**config.mk**
```make
export PLATFORM = sky130hd
export DESIGN_NAME = vga_poll_scanner
export DESIGN_NICKNAME = d
export VERILOG_FILES = /design/src/rtl/vga_poll_scanner.sv
export SDC_FILE = /design/constraint.sdc
export NUM_CORES = 1
export LEC_CHECK = 0
export BUFFER_PORTS_ARGS = -buffer_cell sky130_fd_sc_hd__buf_4
export CAP_MARGIN = 20
export CORE_UTILIZATION = 55
export DETAILED_ROUTE_END_ITERATION = 10
export GPL_TIMING_DRIVEN = 0
export PLACE_DENSITY = 0.9
export SYNTH_ARGS = -nofsm -noshare
export SYNTH_HDL_FRONTEND = slang
export SYNTH_SLANG_ARGS = --single-unit
export TNS_END_PERCENT = 50
```
**constraint.sdc**
```tcl
create_clock -name clk -period 3.27 [get_ports clk]
set_clock_uncertainty 0.15 [all_clocks]
set_input_delay 0.654 -clock clk [delete_from_list [all_inputs] [get_ports clk]]
set_output_delay 0.654 -clock clk [all_outputs]
set_load 0.02 [all_outputs]
```
**src/rtl/vga_poll_scanner.sv**
```systemverilog
// ---------------------------------------------------------------------------
// vga_poll_scanner
//
// Raster master for the pixel-poll interface. A clock divider produces one
// pixel tick every CLK_DIV clocks; horizontal/vertical counters advance on that
// tick and are presented as (poll_x, poll_y) to the hit-test responders. The
// OR-ed hit return is sampled on the tick cycle only, so any responder that
// settles within HIT_LAT (< CLK_DIV) clocks is seen correctly. Colour and
// sync are registered together on the tick, one pixel period behind the poll.
//
// Ports
//   clk          in   system clock
//   reset        in   synchronous, active-high
//   poll_x       out  [9:0] column being polled (0 outside the active area)
//   poll_y       out  [8:0] row being polled (0 outside the active area)
//   poll_valid   out  high while the poll lies in the active area
//   hit          in   OR of all responder hits for the current poll
//   vga_hs       out  horizontal sync, active low
//   vga_vs       out  vertical sync, active low
//   vga_rgb      out  [7:0] RGB332 pixel
//   frame_start  out  one-clk pulse on the tick cycle of pixel (0,0)
// ---------------------------------------------------------------------------
module vga_poll_scanner #(
  parameter int         CLK_DIV  = 4,
  parameter int         HIT_LAT  = 1,
  parameter int         H_ACTIVE = 640,
  parameter int         H_FP     = 16,
  parameter int         H_SYNC   = 96,
  parameter int         H_BP     = 48,
  parameter int         V_ACTIVE = 480,
  parameter int         V_FP     = 10,
  parameter int         V_SYNC   = 2,
  parameter int         V_BP     = 33,
  parameter logic [7:0] FG_COLOR = 8'hFF,
  parameter logic [7:0] BG_COLOR = 8'h00
) (
  input  logic       clk,
  input  logic       reset,
  output logic [9:0] poll_x,
  output logic [8:0] poll_y,
  output logic       poll_valid,
  input  logic       hit,
  output logic       vga_hs,
  output logic       vga_vs,
  output logic [7:0] vga_rgb,
  output logic       frame_start
);

  localparam int DIV_W = (CLK_DIV > 2) ? $clog2(CLK_DIV) : 1;

  localparam logic [DIV_W-1:0] DIV_LAST = DIV_W'(CLK_DIV - 1);
  localparam logic [9:0] H_LAST   = 10'(H_ACTIVE + H_FP + H_SYNC + H_BP - 1);
  localparam logic [9:0] V_LAST   = 10'(V_ACTIVE + V_FP + V_SYNC + V_BP - 1);
  localparam logic [9:0] H_ACT    = 10'(H_ACTIVE);
  localparam logic [9:0] V_ACT    = 10'(V_ACTIVE);
  localparam logic [9:0] HS_START = 10'(H_ACTIVE + H_FP);
  localparam logic [9:0] HS_END   = 10'(H_ACTIVE + H_FP + H_SYNC);
  localparam logic [9:0] VS_START = 10'(V_ACTIVE + V_FP);
  localparam logic [9:0] VS_END   = 10'(V_ACTIVE + V_FP + V_SYNC);

  // The hit sample point relies on the responder settling before the tick.
  generate
    if (CLK_DIV < 2 || HIT_LAT >= CLK_DIV) begin : gBadParams
      $error("vga_poll_scanner: need CLK_DIV >= 2 and HIT_LAT < CLK_DIV");
    end
  endgenerate

  logic [DIV_W-1:0] divCnt, divNext;
  logic [9:0]       hCnt, hNext;
  logic [9:0]       vCnt, vNext;
  logic             tick;
  logic             active;
  logic             activeNext;

  always_comb begin
    tick    = (divCnt == DIV_LAST);
    divNext = tick ? '0 : divCnt + 1'b1;
    hNext   = hCnt;
    vNext   = vCnt;
    if (tick) begin
      if (hCnt == H_LAST) begin
        hNext = '0;
        vNext = (vCnt == V_LAST) ? '0 : vCnt + 10'd1;
      end else begin
        hNext = hCnt + 10'd1;
      end
    end
    active     = (hCnt < H_ACT) && (vCnt < V_ACT);
    activeNext = (hNext < H_ACT) && (vNext < V_ACT);
  end

  assign poll_x = active ? hCnt : '0;
  assign poll_y = active ? vCnt[8:0] : '0;

  always_ff @(posedge clk) begin
    if (reset) begin
      divCnt      <= '0;
      hCnt        <= '0;
      vCnt        <= '0;
      poll_valid  <= 1'b0;
      frame_start <= 1'b0;
      vga_hs      <= 1'b1;
      vga_vs      <= 1'b1;
      vga_rgb     <= 8'h00;
    end else begin
      divCnt <= divNext;
      hCnt   <= hNext;
      vCnt   <= vNext;
      // Registered from next-state values so poll_valid tracks the counters
      // without a lag, yet reads 0 for the clock that follows a reset edge.
      poll_valid  <= activeNext;
      // High during the tick cycle of pixel (0,0): predict it one clock early.
      frame_start <= (divNext == DIV_LAST) && (hNext == 10'd0) && (vNext == 10'd0);
      if (tick) begin
        vga_rgb <= active ? (hit ? FG_COLOR : BG_COLOR) : 8'h00;
        vga_hs  <= ~((hCnt >= HS_START) && (hCnt < HS_END));
        vga_vs  <= ~((vCnt >= VS_START) && (vCnt < VS_END));
      end
    end
  end

endmodule

```
==> results of run 1 <==
-- final cells by class --
class                           instances  area (um^2)
Sequential cell                        27        540.5
Multi-Input combinational cell        168         1109
Timing Repair Buffer                   32        240.2
Buffer                                 27        143.9
Fill cell                             269        944.7
Inverter                                5        18.77
Clock buffer                            4        26.28
Tap cell                               44        55.05
-- synth_stat cells (3+ instances only) --
cell type,instances
nor3_1,13
and3_1,4
nor2_1,13
nand2_1,18
clkbuf_1,13
o21ai_1,3
xor2_1,7
nand4_1,5
nor4_1,4
a21oi_1,11
buf_4,8
o21ai_0,6
nand3_1,11
inv_1,5
nor2b_1,6
or3_1,3
and2_1,15
buf_2,4
ha_1,6
dfxtp_1,27
xnor2_1,6
-- power by group --
| part | leakage, nW | switching (mW) | total, mW | internal (mW) |
|---|---|---|---|---|
| combinational | 0.627 | 0.0324 | 0.0593 | 0.0268 |
| sequential | 0.219 | 0.00602 | 0.342 | 0.336 |
| clock | 0.0150 | 0.0971 | 0.145 | 0.0476 |
-- metrics by stage --
| step | worst slack, ns | hold slack (ns) |
|---|---|---|
| floorplan | 0.8237 | 0.2770 |
| detailed placement | 0.1851 | 0.3084 |
| global placement | 0.2364 | 0.2928 |
| global route | 0.04055 | 0.3565 |
| finish | 0.1727 | 0.3190 |
| CTS | 0.07814 | 0.3279 |
-- placed cells by master (no fill, tap or decap), types with 4 or more instances in the layout --
cell type  count
inv_1          5
o21ai_0        6
nand4_1        5
and3_1         4
xor2_1         7
dfxtp_1       27
ha_1           6
a21oi_1       11
and2_1        15
nand3_1       11
buf_2          4
nor4_1         4
xnor2_1        6
clkbuf_1      14
buf_4         40
nor2_1        13
nor2b_1        6
nor3_1        12
nand2_1       18
-- layer usage --
layer  GRT usage [%]  vias up  part of all wire [%]
met1           35.18      772                    46
met3           3.712        4                   5.7
li1                -      864                     -
met4           7.483        0                  0.98
met2           40.45       65                    47
met5               0        -                     0
-- cell families after synthesis --
family	Yosys count
xor+xnor	13
fa+ha+maj	6
compound gates	38
mux	2
simple gates	109
flops	27
buf+inv	32
-- worst max path at each step --
stage,to,slack [ns],start
2_1_floorplan,poll_x[5],0.82,vCnt[5]$_SDFF_PP0_
3_3_place_gp,poll_x[5],0.24,vCnt[5]$_SDFF_PP0_
3_5_place_dp,poll_y[7],0.19,vCnt[5]$_SDFF_PP0_
4_1_cts,poll_y[7],0.08,vCnt[5]$_SDFF_PP0_
5_1_grt,poll_y[7],0.04,vCnt[5]$_SDFF_PP0_
6_report,poll_x[5],0.17,vCnt[5]$_SDFF_PP0_
-- sequential cells by signal, summed over array words and instances (netlist names) --
name         cells
vCnt            10
vga_rgb          1
frame_start      1
hCnt            10
divCnt           2
poll_valid       1
vga_hs           1
vga_vs           1
-- repair_timing --
item	CTS	global route
endpoints found under the setup margin	10	10
endpoints found under the hold margin	0	0
gates resized for setup	1	1
==> results.cfg, run 1 <==
[synth]
synth_xor_area_share_pct = 6.324
yosys.area.top_type = dfxtp_1
synthTopCellsByArea = dfxtp_1 30%, and2_1 5.2%, ha_1 4.2%, nand2_1 3.8%, nor3_1 3.6%
synth_seq_area_share_pct = 30.02
synth-compound-area-share_pct = 14.87
ys.flop_type = dfxtp_1
synth_cell_types = 52
synth-edff-count = 0
synth_top_family_by_area = simple AND/OR/NAND/NOR gates
synth_top_area_share_pct = 30.02
ys_warn_count = 0
syn_avg_cell_area_um2 = 7.932
synth_fa_ha_area_share_pct = 4.170
syn_area_um2 = 1800
muxShareOfSynthArea_pct = 1.112
async_flop_share_pct = 0
synthSimpleGateAreaFrac_pct = 34.47
synth_seq_cells = 27
syn-num-nets = 236
syn_inst = 227

[timing]
fmax_mhz = 322.9
hold_viol = 0
rsz0062_at_grt = false
maxSlewViolCount = 0
period_minus_slack_ns = 3.097
relSlewSlack_pct = 61.89
worst_slew_pin_slew_ns = 0.5717
finalSetupTns_ns = 0
period_share_pct = 94.72
setup_viol_count_final = 0

[global_route]
grt_antenna_before_repair = 0
grt_util_all_layers_pct = 25.32
grt_pass1_vias = 1457
grt_pass1_wl_mm = 6.768
grt_overflow = 0
grt_max_degree = 15

[worst_setup_path]
crit_fanout = 10
cp.required_ns = 2.47
worst_path_dominant_cell_family = buffers and inverters
reg2reg_from = hCnt[0]$_SDFF_PP0_
crit_chain = buf_4 > and4_2 > clkbuf_1 > nor3_4 > clkbuf_1 > and2_1 > buf_4
start_kind = flop
timing.rr.end = frame_start$_SDFF_PP0_
reg2regPathDepth = 8
crit_type = flop to output port
slowest_delay_ns = 0.35
path_buf_inv = 4
reg2reg_slack_ns = 0.30
slowest_stage = nor3_4
critPathCaptureType = output port
cp_num_cells = 7
cp.arrival_ns = 2.29

[cts]
cts_hold_buf = 0
clock-root-buffer = clkbuf_4
h-tree-depth = 1
cts-buffers-inserted = 3
cts_tree = yes
clkTransAtPathRegs_ns = 0.15
cts_sinks = 27
clock_path_buffers = 2
clk_latency_ns = 0.32
postCtsSetupBuffers = 0

[pwr]
p_leak_nw = 0.8605
ir_drop_uv = 170.0
finalPower_mw = 0.5462
p_per_area_nw_per_um2 = 256.0

[placement]
placed_area_um2 = 2096
portBuffers = 32
place.gp.congestion = 0.9429
dp_cells = 303
dp_hpwl_mm = 3.052

[final_layout]
final_util_pct = 69.31
fin_cells = 307
design_area_um2 = 2133
nets = 273
drive_gt1_share_pct = 21.29
area_delta_synth_final_pct = 18.49
antenna-diode-count = 0

[floorplan]
fp.dieArea_um2 = 3506
start_util_pct = 58.50
die_h_um = 59.22
boundaryPins = 34
rows = 20
core_um2 = 3078
die_x_um = 59.22

[routing]
vias_per_cell = 5.554
firstDrtPassIters = 4
drc_errors = 0
wl_per_cell_um = 13.67
routed_wl_mm = 4.198
dr.first_iter.drc_count = 64
vias = 1705
ant_nets = 0

[flow_run]
drv_cap = 0

[outcome]
status = completed

[worst_hold_path]
holdPathEnd = divCnt[0]$_SDFF_PP0_
min_from = divCnt[0]$_SDFF_PP0_
min_path_cells = 1
min_path_type = flop to flop
No activity file was read; power rests on OpenSTA's default activity.
==> run 2: changes to the inputs <==
Settings changed: ABC_AREA from default to 1.
==> run 2 against run 1 <==
Effect of this change:
- maximum frequency increased by 3.5%
- clock power about the same
- sequential cell count unchanged
- sequential power about the same
- global-route usage increased by 1.7 points
- non-clock buffer count decreased by 14
- synthesized cell count increased by 27%
- combinational power decreased by 3.7%
- final area increased by 0.53%
- area after synthesis increased by 1.3%
- critical endpoint is now poll_x[7]
- largest cell class unchanged
==> results.cfg, run 2 <==
[pwr]
p_leak_nw = 1.058
p_per_area_nw_per_um2 = 254.4
ir_drop_uv = 154.5

[synth]
syn_avg_cell_area_um2 = 6.308
synth_seq_cells = 27
synth_top_area_share_pct = 29.65
ys_warn_count = 0
syn_area_um2 = 1823
syn_inst = 289
synth-edff-count = 0
syn-num-nets = 298
synthTopCellsByArea = dfxtp_1 30%, nand2_1 14%, nor2_1 13%, nand3_1 7.1%, inv_1 6.8%
synth_seq_area_share_pct = 29.65
ys.flop_type = dfxtp_1
yosysMostFrequentCell = nand2_1
yosys.area.top_type = dfxtp_1
synth_cell_types = 32
async_flop_share_pct = 0
synth_top_cells_by_count = 70 x nand2_1, 63 x nor2_1, 33 x inv_1

[final_layout]
layout_commonest_cell = nand2_1
area_delta_synth_final_pct = 17.64
drive_gt1_share_pct = 20.00
antenna-diode-count = 0
fin_cells = 369
top_regs = hCnt x10, vCnt x10, divCnt x2
nets = 335
layout_common_cells = 70 x nand2_1, 63 x nor2_1, 40 x buf_4, 33 x inv_1, 27 x dfxtp_1

[timing]
setup_viol_count_final = 0
fmax_mhz = 334.1
period_share_pct = 91.53
maxSlewViolCount = 0
relSlewSlack_pct = 64.91
hold_viol = 0
period_minus_slack_ns = 2.993
finalSetupTns_ns = 0
worst_slew_pin_slew_ns = 0.5264
rsz0062_at_grt = false

[placement]
portBuffers = 32
dp_hpwl_mm = 3.598
place.gp.congestion = 0.9072
dp_cells = 365

[flow_run]
drv_cap = 0

[worst_setup_path]
slowest_stage = dfxtp_1
crit_fanout = 10
start_kind = flop
crit_chain = inv_1 > nor4_1 > nand2_1 > nand4_1 > buf_2 > buf_2 > nor2_1 > buf_4
path_common_cell = buf_2
worst_path_dominant_cell_family = buffers and inverters
cp.required_ns = 2.47
critPathCaptureType = output port
path_buf_inv = 4
crit_type = flop to output port
cp.arrival_ns = 2.19
slowest_delay_ns = 0.46

[cts]
clk_latency_ns = 0.33
cts-buffers-inserted = 3
postCtsSetupBuffers = 0
clkTransAtPathRegs_ns = 0.14
cts_resized = 0
cts_tree = yes
h-tree-depth = 1
cts_hold_buf = 0
cts_sinks = 27
clock_path_buffers = 2
clock-root-buffer = clkbuf_4

[global_route]
grt_pass1_wl_mm = 7.065
grt_max_degree = 15
grt_overflow = 0
grt_pass1_vias = 1560
grt_util_all_layers_pct = 26.97
grt_antenna_before_repair = 0

[floorplan]
die_x_um = 59.57
core_um2 = 3103
start_util_pct = 58.75
rows = 20
boundaryPins = 34
die_h_um = 59.57
fp.dieArea_um2 = 3549

[routing]
routed_wl_mm = 4.535
wl_per_cell_um = 12.29
vias = 1923
firstDrtPassIters = 4
dr.first_iter.drc_count = 167
drc_errors = 0
ant_nets = 0
vias_per_cell = 5.211

[worst_hold_path]
min_path_type = flop to flop

[outcome]
status = completed
[run 2: layout make-up]
type | count | area (um^2)
buffer | 13 | 81.33
clock buffer | 4 | 26.28
fill | 301 | 958.4
inverter | 38 | 145.1
multi-input combinational | 211 | 1056
sequential | 27 | 540.5
tap | 44 | 55.05
timing repair buffer | 32 | 240.2
[run 2: path summary, 6_finish.rpt]
kind	from	end	slack, ns	cells past startpoint
worst min register to register	divCnt[0]$_SDFF_PP0_	divCnt[0]$_SDFF_PP0_	0.32	1
worst max-delay path	vCnt[7]$_SDFF_PP0_	poll_x[7]	0.28	8
worst max register to register	hCnt[0]$_SDFF_PP0_	frame_start$_SDFF_PP0_	1.19	11
worst min-delay path	divCnt[0]$_SDFF_PP0_	divCnt[0]$_SDFF_PP0_	0.32	1
[run 2: power breakdown]
part	internal [mW]	total (mW)	switching [mW]
sequential	0.335	0.340	0.00507
clock	0.0479	0.148	0.100
combinational	0.0219	0.0571	0.0352
total	0.405	0.546	0.141
[run 2: cells by family after synthesis]
family	after synthesis	share of synthesized area, %
AOI/OAI and AO/OA	17	5.422
xor gates and xnor gates	4	1.922
adders and majority gates	6	4.118
buffers and inverters	51	12.42
DFF	27	29.65
and+or+nand+nor	184	46.47
[run 2: per-stage QoR]
| step | total power, mW | setup WS [ns] | area [um^2] | util, % | hold WS, ns |
|---|---|---|---|---|---|
| 5_1_grt | 0.5656 | 0.1388 | 2145 | 69.11 | 0.3341 |
| 2_1_floorplan | 0.3849 | 1.157 | 1823 | - | 0.2770 |
| 6_report | 0.5456 | 0.2770 | 2145 | 69.11 | 0.3238 |
| 3_3_place_gp | 0.4029 | 0.6747 | 2118 | 68.27 | 0.2915 |
| 3_5_place_dp | 0.4045 | 0.7010 | 2118 | 68.27 | 0.3132 |
| 4_1_cts | 0.5477 | 0.3057 | 2145 | 69.11 | 0.3311 |
[run 2: metal layers]
layer	share of wire [%]	GRT usage, %	wire (um)	up-vias
met2	46	43.34	2099	74
met5	0	0	0	-
met3	7.7	3.493	351	7
met4	1.3	9.635	61	0
met1	45	37.00	2022	877
li1	-	-	-	965
